===== src/rtl/pes_bcd_dntmr_if.sv =====
// Bus bundle for the two-digit BCD down-counting timer: control/load inputs
// and the registered count/status outputs.
interface pes_bcd_dntmr_if;
   logic       EN;
   logic       LD;
   logic [3:0] DZ;
   logic [3:0] DU;
   logic       GO;
   logic       HLT;
   logic [3:0] Qz;
   logic [3:0] Qu;
   logic [7:0] Q;
   logic       BSY;
   logic       TC;
   logic       ERR;

   modport master (
      output EN, LD, DZ, DU, GO, HLT,
      input  Qz, Qu, Q, BSY, TC, ERR
   );

   modport slave (
      input  EN, LD, DZ, DU, GO, HLT,
      output Qz, Qu, Q, BSY, TC, ERR
   );
endinterface


===== src/rtl/pes_bcd_dntmr.sv =====
// Two-digit BCD down-counting timer (99..00) with parallel load, pause/resume,
// one-cycle terminal-count pulse, optional auto-reload and sticky invalid-load flag.
module pes_bcd_dntmr #(
   parameter bit         AUTO_RLD = 1'b0,
   parameter logic [7:0] RST_VAL  = 8'h00
) (
   input  logic             CK,
   input  logic             RST,
   pes_bcd_dntmr_if.slave   bus
);

   typedef enum logic [1:0] {
      S_IDLE  = 2'd0,
      S_RUN   = 2'd1,
      S_PAUSE = 2'd2,
      S_DONE  = 2'd3
   } state_t;

   function automatic logic bcd_ok(input logic [7:0] v);
      return (v[7:4] <= 4'd9) && (v[3:0] <= 4'd9);
   endfunction

   // Borrow from the tens digit when the units digit is already zero.
   function automatic logic [7:0] bcd_dec(input logic [7:0] v);
      logic [7:0] r;
      if (v[3:0] != 4'd0) begin
         r = {v[7:4], v[3:0] - 4'd1};
      end else begin
         r = {v[7:4] - 4'd1, 4'd9};
      end
      return r;
   endfunction

   // A non-BCD reset value would put illegal digits on the display path.
   localparam logic [7:0] RST_SAFE = bcd_ok(RST_VAL) ? RST_VAL : 8'h00;

   state_t     state_q, state_d;
   logic [7:0] cnt_q, cnt_d;
   logic [7:0] rld_q, rld_d;
   logic       tc_q, tc_d;
   logic       bsy_q, bsy_d;
   logic       err_q, err_d;
   logic [7:0] ld_val_s;

   assign ld_val_s = {bus.DZ, bus.DU};

   // Next-state logic; priority LD > HLT > GO > EN tick.
   always_comb begin
      state_d = state_q;
      cnt_d   = cnt_q;
      rld_d   = rld_q;
      err_d   = err_q;
      tc_d    = 1'b0;
      if (bus.LD) begin
         if (bcd_ok(ld_val_s)) begin
            cnt_d   = ld_val_s;
            rld_d   = ld_val_s;
            err_d   = 1'b0;
            state_d = S_IDLE;
         end else begin
            err_d   = 1'b1;
         end
      end else if (bus.HLT) begin
         if (state_q == S_RUN) begin
            state_d = S_PAUSE;
         end else begin
            state_d = state_q;
         end
      end else begin
         case (state_q)
            S_IDLE, S_PAUSE: begin
               if (bus.GO && (cnt_q != 8'h00)) begin
                  state_d = S_RUN;
               end else begin
                  state_d = state_q;
               end
            end
            S_DONE: begin
               if (bus.GO) begin
                  cnt_d = rld_q;
                  if (rld_q != 8'h00) begin
                     state_d = S_RUN;
                  end else begin
                     state_d = S_DONE;
                  end
               end else begin
                  cnt_d = 8'h00;
               end
            end
            S_RUN: begin
               if (!bus.EN) begin
                  cnt_d = cnt_q;
               end else if (cnt_q == 8'h00) begin
                  // Only reachable with auto-reload: the tick after 00 restarts the period.
                  if (AUTO_RLD && (rld_q != 8'h00)) begin
                     cnt_d = rld_q;
                  end else begin
                     cnt_d   = 8'h00;
                     state_d = S_DONE;
                  end
               end else begin
                  cnt_d = bcd_dec(cnt_q);
                  if (cnt_q == 8'h01) begin
                     tc_d = 1'b1;
                     if (!AUTO_RLD) begin
                        state_d = S_DONE;
                     end else begin
                        state_d = S_RUN;
                     end
                  end else begin
                     tc_d = 1'b0;
                  end
               end
            end
            default: begin
               state_d = S_IDLE;
               cnt_d   = RST_SAFE;
            end
         endcase
      end
      bsy_d = (state_d == S_RUN);
   end

   // State and registered outputs; synchronous reset overrides everything.
   always_ff @(posedge CK) begin
      if (RST) begin
         state_q <= S_IDLE;
         cnt_q   <= RST_SAFE;
         rld_q   <= RST_SAFE;
         tc_q    <= 1'b0;
         bsy_q   <= 1'b0;
         err_q   <= 1'b0;
      end else begin
         state_q <= state_d;
         cnt_q   <= cnt_d;
         rld_q   <= rld_d;
         tc_q    <= tc_d;
         bsy_q   <= bsy_d;
         err_q   <= err_d;
      end
   end

   assign bus.Q   = cnt_q;
   assign bus.Qz  = cnt_q[7:4];
   assign bus.Qu  = cnt_q[3:0];
   assign bus.BSY = bsy_q;
   assign bus.TC  = tc_q;
   assign bus.ERR = err_q;

endmodule


===== src/flat_wrapper.sv =====
// flat-port wrapper written by rule: the top's interface ports become plain ports
module pes_bcd_dntmr_flat 
#(
   parameter bit         AUTO_RLD = 1'b0,
   parameter logic [7:0] RST_VAL  = 8'h00
)
  (CK, RST, bus_EN, bus_LD, bus_DZ, bus_DU, bus_GO, bus_HLT, bus_Qz, bus_Qu, bus_Q, bus_BSY, bus_TC, bus_ERR);
  pes_bcd_dntmr_if bus_i ();
  input  logic CK;
  input  logic RST;
  input wire logic [$bits(bus_i.EN)-1:0] bus_EN;
  input wire logic [$bits(bus_i.LD)-1:0] bus_LD;
  input wire logic [$bits(bus_i.DZ)-1:0] bus_DZ;
  input wire logic [$bits(bus_i.DU)-1:0] bus_DU;
  input wire logic [$bits(bus_i.GO)-1:0] bus_GO;
  input wire logic [$bits(bus_i.HLT)-1:0] bus_HLT;
  output wire logic [$bits(bus_i.Qz)-1:0] bus_Qz;
  output wire logic [$bits(bus_i.Qu)-1:0] bus_Qu;
  output wire logic [$bits(bus_i.Q)-1:0] bus_Q;
  output wire logic [$bits(bus_i.BSY)-1:0] bus_BSY;
  output wire logic [$bits(bus_i.TC)-1:0] bus_TC;
  output wire logic [$bits(bus_i.ERR)-1:0] bus_ERR;
  assign bus_i.EN = bus_EN;
  assign bus_i.LD = bus_LD;
  assign bus_i.DZ = bus_DZ;
  assign bus_i.DU = bus_DU;
  assign bus_i.GO = bus_GO;
  assign bus_i.HLT = bus_HLT;
  assign bus_Qz = bus_i.Qz;
  assign bus_Qu = bus_i.Qu;
  assign bus_Q = bus_i.Q;
  assign bus_BSY = bus_i.BSY;
  assign bus_TC = bus_i.TC;
  assign bus_ERR = bus_i.ERR;
  pes_bcd_dntmr #(.AUTO_RLD(AUTO_RLD), .RST_VAL(RST_VAL)) u_core (.CK(CK), .RST(RST), .bus(bus_i));
endmodule

===== config.mk =====
export PLATFORM = sky130hd
export DESIGN_NAME = pes_bcd_dntmr_flat
export DESIGN_NICKNAME = d
export VERILOG_FILES = /design/src/rtl/pes_bcd_dntmr_if.sv /design/src/rtl/pes_bcd_dntmr.sv /design/src/flat_wrapper.sv
export SDC_FILE = /design/constraint.sdc
export NUM_CORES = 1
export LEC_CHECK = 0
export ABC_CLOCK_PERIOD_IN_PS = 3600
export CAP_MARGIN = 20
export CORE_AREA = 2 2 69 71
export DETAILED_ROUTE_END_ITERATION = 8
export DIE_AREA = 0 0 71 73
export GPL_TIMING_DRIVEN = 0
export SYNTH_ARGS = -nofsm -noshare
export SYNTH_HDL_FRONTEND = slang
export SYNTH_SLANG_ARGS = --single-unit

===== constraint.sdc =====
create_clock -name CK -period 3.6 [get_ports CK]
set_input_delay 0.9 -clock CK [delete_from_list [all_inputs] [get_ports CK]]
set_output_delay 0.9 -clock CK [all_outputs]
set_load 0.05 [all_outputs]

# ---- Word-level counts from Yosys, hierarchy flattened
# Cells that the tools add are included.
dict set report op_classes {
  bitwise_logic 2
  mul 0
  div 0
  order_cmp 2
  n_eq_ne 9
  addsub 2
  reduce_logical 13
  mux 21
  shift 0
}
# operator count
set ops {}
lappend ops {{$mux W8} 7}
lappend ops {{$mux W2} 10}
lappend ops {{$pmux W8 S2} 1}
lappend ops {{$reduce_bool A8 Y1} 2}
lappend ops {{$eq A8 B1 Y1 const B} 1}
lappend ops {{$le A4 B4 Y1 const B} 2}
lappend ops {{$logic_not A8 Y1} 1}
lappend ops {{$sub A4 B1 Y4 const B} 2}
lappend ops {{$pmux W2 S3} 1}
lappend ops {{$reduce_or A6 Y1} 1}
lappend ops {{$reduce_and A5 Y1} 1}
lappend ops {{$eq A2 B1 Y1 const B} 2}
lappend ops {{$eq A2 B2 Y1 const B} 2}
lappend ops {{$ne A4 B4 Y1 const B} 1}
lappend ops {{$reduce_and A4 Y1} 1}
lappend ops {{$reduce_bool A4 Y1} 1}
lappend ops {{$ne A3 B3 Y1 const B} 1}
lappend ops {{$reduce_bool A3 Y1} 1}
lappend ops {{$logic_and A1 B1 Y1} 2}
lappend ops {{$logic_not A2 Y1} 1}
lappend ops {{$mux W1} 2}
lappend ops {{$ne A2 B1 Y1 const B} 1}
lappend ops {{$ne A2 B2 Y1 const B} 1}
lappend ops {{$not A1 Y1} 2}
lappend ops {{2 further kinds} 2}
dict set report word_totals {
  out_inout_bits 19
  in_bits 14
  rom_bits 0
  word_cells 56
  latch_bits 0
  ff_bits 21
  memories 0
  ramBits 0
}

# ---- Depth between registers and ports, before layout
dict set report depth {
  ltp_word 8
  depth_mapped 6
  ltp_nobuf 6
}

# ---- Least setup slack after synthesis
# OpenSTA, ideal clock, no wires.
dict set report synth_timing {
  kind {reg2reg}
  from {register u_core.cnt_q[1] (netlist: u_core.bus.Q[1])}
  to {register u_core.cnt_q[6] (netlist: u_core.bus.Q[6])}
  period_less_slack_ns 2.235
  setup_ns 0.067
  slack_ns 1.365
  required_ns 3.533
  path_stages_with_launch 7
  n_path_buf 0
  arrival_time_ns 2.168
  path_cell_list {dfxtp_1 inv_1 ha_1 or3b_4 or4_1 a221o_1 a21oi_2}
}
dict set report synth_between {
  elab_chain_cells 6
  word_cells_on_any_way 9
  cone_classes {eq/ne (1); mux (5); reduce/logical (3)}
}
# item line_no
set synth_lines {}
lappend synth_lines {{start: declaration} pes_bcd_dntmr.sv:38} ;# logic [7:0] cnt_q, cnt_d;
lappend synth_lines {{start signal: assignment} pes_bcd_dntmr.sv:135} ;# cnt_q <= cnt_d;
lappend synth_lines {{$logic_not A8 Y1} pes_bcd_dntmr.sv:93} ;# end else if (cnt_q == 8'h00) begin
lappend synth_lines {{$mux W8} pes_bcd_dntmr.sv:93}
lappend synth_lines {{$mux W8} pes_bcd_dntmr.sv:91} ;# if (!bus.EN) begin
lappend synth_lines {{$pmux W8 S2} pes_bcd_dntmr.sv:70} ;# case (state_q)
lappend synth_lines {{$mux W8} pes_bcd_dntmr.sv:63} ;# end else if (bus.HLT) begin
lappend synth_lines {{$mux W8} pes_bcd_dntmr.sv:54} ;# if (bus.LD) begin
# Parallel ways exist; a longest one is shown, timed or not. The select of a mux whose other input is x is not followed.
# A chain may end at the register's enable or synchronous reset.

# ---- Worst setup path after layout
dict set report layout_timing {
  from {input port bus_DZ[1]}
  to {register u_core.rld_q[7]}
}
dict set report layout_between {
  elab_chain_cells 3
}
# item line_no
set layout_lines {}
lappend layout_lines {{start: declaration} flat_wrapper.sv:13} ;# input wire logic [$bits(bus_i.DZ)-1:0] bus_DZ;
lappend layout_lines {{$le A4 B4 Y1} pes_bcd_dntmr.sv:20} ;# return (v[7:4] <= 4'd9) && (v[3:0] <= 4'd9);
lappend layout_lines {{$logic_and A1 B1 Y1} pes_bcd_dntmr.sv:20}
lappend layout_lines {{$reduce_and A2 Y1 (no line)} n/a}
lappend layout_lines {{end signal: assignment} pes_bcd_dntmr.sv:136} ;# rld_q <= rld_d;
lappend layout_lines {{end: declaration} pes_bcd_dntmr.sv:39} ;# logic [7:0] rld_q, rld_d;
# No other way between the ends.

==> reports/results.tsv <==
metric	value	unit
setup TNS	0	ns
Max IR drop VDD	0.09865	mV
Critical Path Fanout Max	10	
Worst EP arrival	2.83	ns
Worst slew margin	36.51	%
worst hold path class	reg -> reg	
pin count of the biggest net entering global routing	12	
n_diodes	0	
clk slew on worst S/H paths	0.08	ns
Min Hold Slack	0.4824	ns
Crit path max-delay family	buffers and inverters	
mux cell area share after synthesis	0	%
Cells after Synth	161	
# Post-CTS Setup Buffers	0	
Synth Area in Simple Gates	27.17	%
WL/cell	13.61	um
H-tree levels	1	
Tmin final	2.659	ns
WP data required	3.78	ns
met2 GRT Util	24.09	%
crit end category	register	
mapped cell area	1280	um2
Final Slew Violations	0	
drt pass-1 iters	4	
area grow syn2layout	33.04	%
die height	73	um
Die ar.	5183	um2
PostCTS Resize Cnt	0	
initial antenna violation count	0	
largest family of logic cells by synthesized area	simple AND/OR/NAND/NOR gates	
maximum clock frequency	376.1	MHz
Cell variety after synth	40	
fraction of registers with async set/reset	0	%
R2R depth	6	
Post-CTS Hold Buffers	0	
dominant cell type by area after synthesis	dfxtp_1	
most used routing layer	met2	
prevailing post-synth register cell	dfxtp_1	
Synth top area share	32.84	%
PD cells	332.9	nW/um2
final critical-path share of the clock period	73.85	%
CTS Buf Count	3	
remaining antenna violation count after routing	0	
crit-path max cell delay	0.53	ns
CTS tree	done	
Worst Setup Start Kind	primary input	
Seq/Total Area, Yosys	32.84	%
GRT Residual Overflow	0	
die span in x	71	um
Final Wtd Congestion	0.8199	
Final Skew	0.004751	ns
number of global-route vias before repair	1249	
Synth Area in Compound Gates	25.71	%
Fin. Hold Viols	0	
hold depth	2	
DRC	0	
type of the worst setup path	in -> reg	
clk sinks	21	
I/O pins	33	
worst-margin pin slew	0.9503	ns
share of post-route cells with drive strength above 1	7.143	%
Levels on crit path	6	
highest-delay cell along the critical path	o21ai_0	
Starting Density	28.22	%
Nets	214	
post-synthesis register bit count	21	
met3 Track Usage GR	2.486	%
Mapped Nets	178	
post-detail-place hpwl	2.585	mm
Initial DRC Count	65	
CP bufs+invs	2	
first-pass GRT wire length	5.816	mm
maxcap violations	0	
Tot GR Track Use	14.10	%
status	complete, no violations	
synth top area cells	dfxtp_1 (33%), nand2_1 (5.0%), buf_4 (4.7%)	
final core occ	37.54	%
wirelength, routed	3.402	mm
Root Buffer	clkbuf_8	
leakage power total	0.5733	nW
Worst-Skew Late Latency	0.26	ns
I/O Buffers	31	
core area	4536	um2
Post-synth EDFFs	0	
Synth Warn #	0	
RSZ-0062 raised after global routing	no	
via count	1303	
Clock Tree Buf Depth	2	
via-per-instance ratio	5.212	
Synth Area in Adders	2.933	%
# setup viols final	0	
Final Power	0.5670	mW
placement row count	25	
syn_area_per_cell	7.950	um2
worst path cell trace	clkdlybuf4s50_1 > o21ai_0 > and3_1 > clkbuf_1 > nor2_1 > a311oi_1	
met1 usage	17.87	%
post-synthesis xor/xnor area fraction	1.369	%
## cell families after synthesis
group / Yosys count
AND/OR/NAND/NOR: 64
AO/OA/AOI/OAI: 45
buffers and inverters: 26
flip-flops: 21
adder cells (fa/ha/maj): 3
XOR/XNOR: 2
## Yosys cell counts (3+ instances only)
cell,count
nor3b_1,5
nand2b_1,3
nand3b_1,3
nand3_1,5
dfxtp_1,21
a21oi_1,11
buf_4,8
clkbuf_1,8
ha_1,3
inv_1,10
or4_1,3
nor2b_1,3
nand2_1,17
a221oi_1,3
nor2_1,11
o41ai_1,3
nor3_1,4
a31oi_1,8
a221o_1,5
o21ai_0,3
## worst min-delay path, delay by kind of cell (launching register included)
| family | cells | cell delay [ns] |
|---|---|---|
| simple gates | 1 | 0.06 |
| flops | 1 | 0.33 |
| compound gates | 1 | 0.05 |
## layout make-up
type	instances	area [um2]
Multi-Input combinational cell	114	732.0
Tap cell	54	67.56
Fill cell	492	2833
Timing Repair Buffer	31	310.3
Buffer	16	90.09
Clock buffer	4	45.04
Sequential cell	21	420.4
Inverter	10	37.54
## power by group
group | leakage (nW) | total, mW | internal [mW] | switching [mW]
combinational | 0.379 | 0.154 | 0.0625 | 0.0913
clock | 0.0228 | 0.158 | 0.0789 | 0.0793
sequential | 0.171 | 0.255 | 0.243 | 0.0122
total | 0.573 | 0.567 | 0.384 | 0.183
## routing by layer
| metal | wire length, um | part of all wire [%] | vias to the layer above |
|---|---|---|---|
| met5 | 0 | 0 | - |
| met4 | 55 | 1.6 | 0 |
| met3 | 111 | 3.3 | 5 |
| met2 | 1574 | 46 | 28 |
| met1 | 1661 | 49 | 609 |
| li1 | - | - | 661 |
## worst paths after layout
kind | start | end | slack (ns)
max | bus_DZ[1] | u_core.rld_q[7]$_SDFFE_PP0P_ | 0.94
min | u_core.rld_q[6]$_SDFFE_PP0P_ | u_core.rld_q[6]$_SDFFE_PP0P_ | 0.48
max reg2reg | u_core.bus.Q[0]$_SDFFE_PP0P_ | u_core.bus.Q[6]$_SDFFE_PP0P_ | 1.37
min reg2reg | u_core.rld_q[6]$_SDFFE_PP0P_ | u_core.rld_q[6]$_SDFFE_PP0P_ | 0.48
## registers in the layout, indices dropped and copies added, names as in the netlist
register        cells
u_core.bus.Q        8
u_core.rld_q        8
u_core.state_q      2
u_core.bus.BSY      1
u_core.bus.ERR      1
u_core.bus.TC       1
## layout by cell type, fill, tap and decap left out, types with 2 or more instances in the layout
cell	netlist	routed
nor2_1	11	11
a311o_1	2	2
a221o_1	5	5
ha_1	3	3
clkbuf_1	8	9
xnor2_1	2	2
a221oi_1	3	3
nand2b_1	3	3
clkdlybuf4s50_1	0	31
nand2_1	17	17
a21oi_1	11	11
nor3b_1	5	5
o41ai_1	3	3
buf_4	8	8
dfxtp_1	21	21
o2111ai_1	2	2
nand3b_1	3	3
nor3_1	4	4
nand3_1	5	5
inv_1	10	10
o21ai_0	3	3
nor2b_1	3	3
or4_1	3	3
and3_1	2	2
a31oi_1	8	8
clkbuf_8	0	3
## stage by stage
stage | instance area (um2) | setup WS [ns] | instances
after floorplan | 1280 | 1.365 | 161
after global placement | 1658 | 0.7009 | 246
after detailed placement | 1658 | 0.6723 | 246
after CTS | 1703 | 0.9397 | 250
after global routing | 1703 | 0.8055 | 250
final | 1703 | 0.9414 | 250
(Power assumes the default switching activity.)
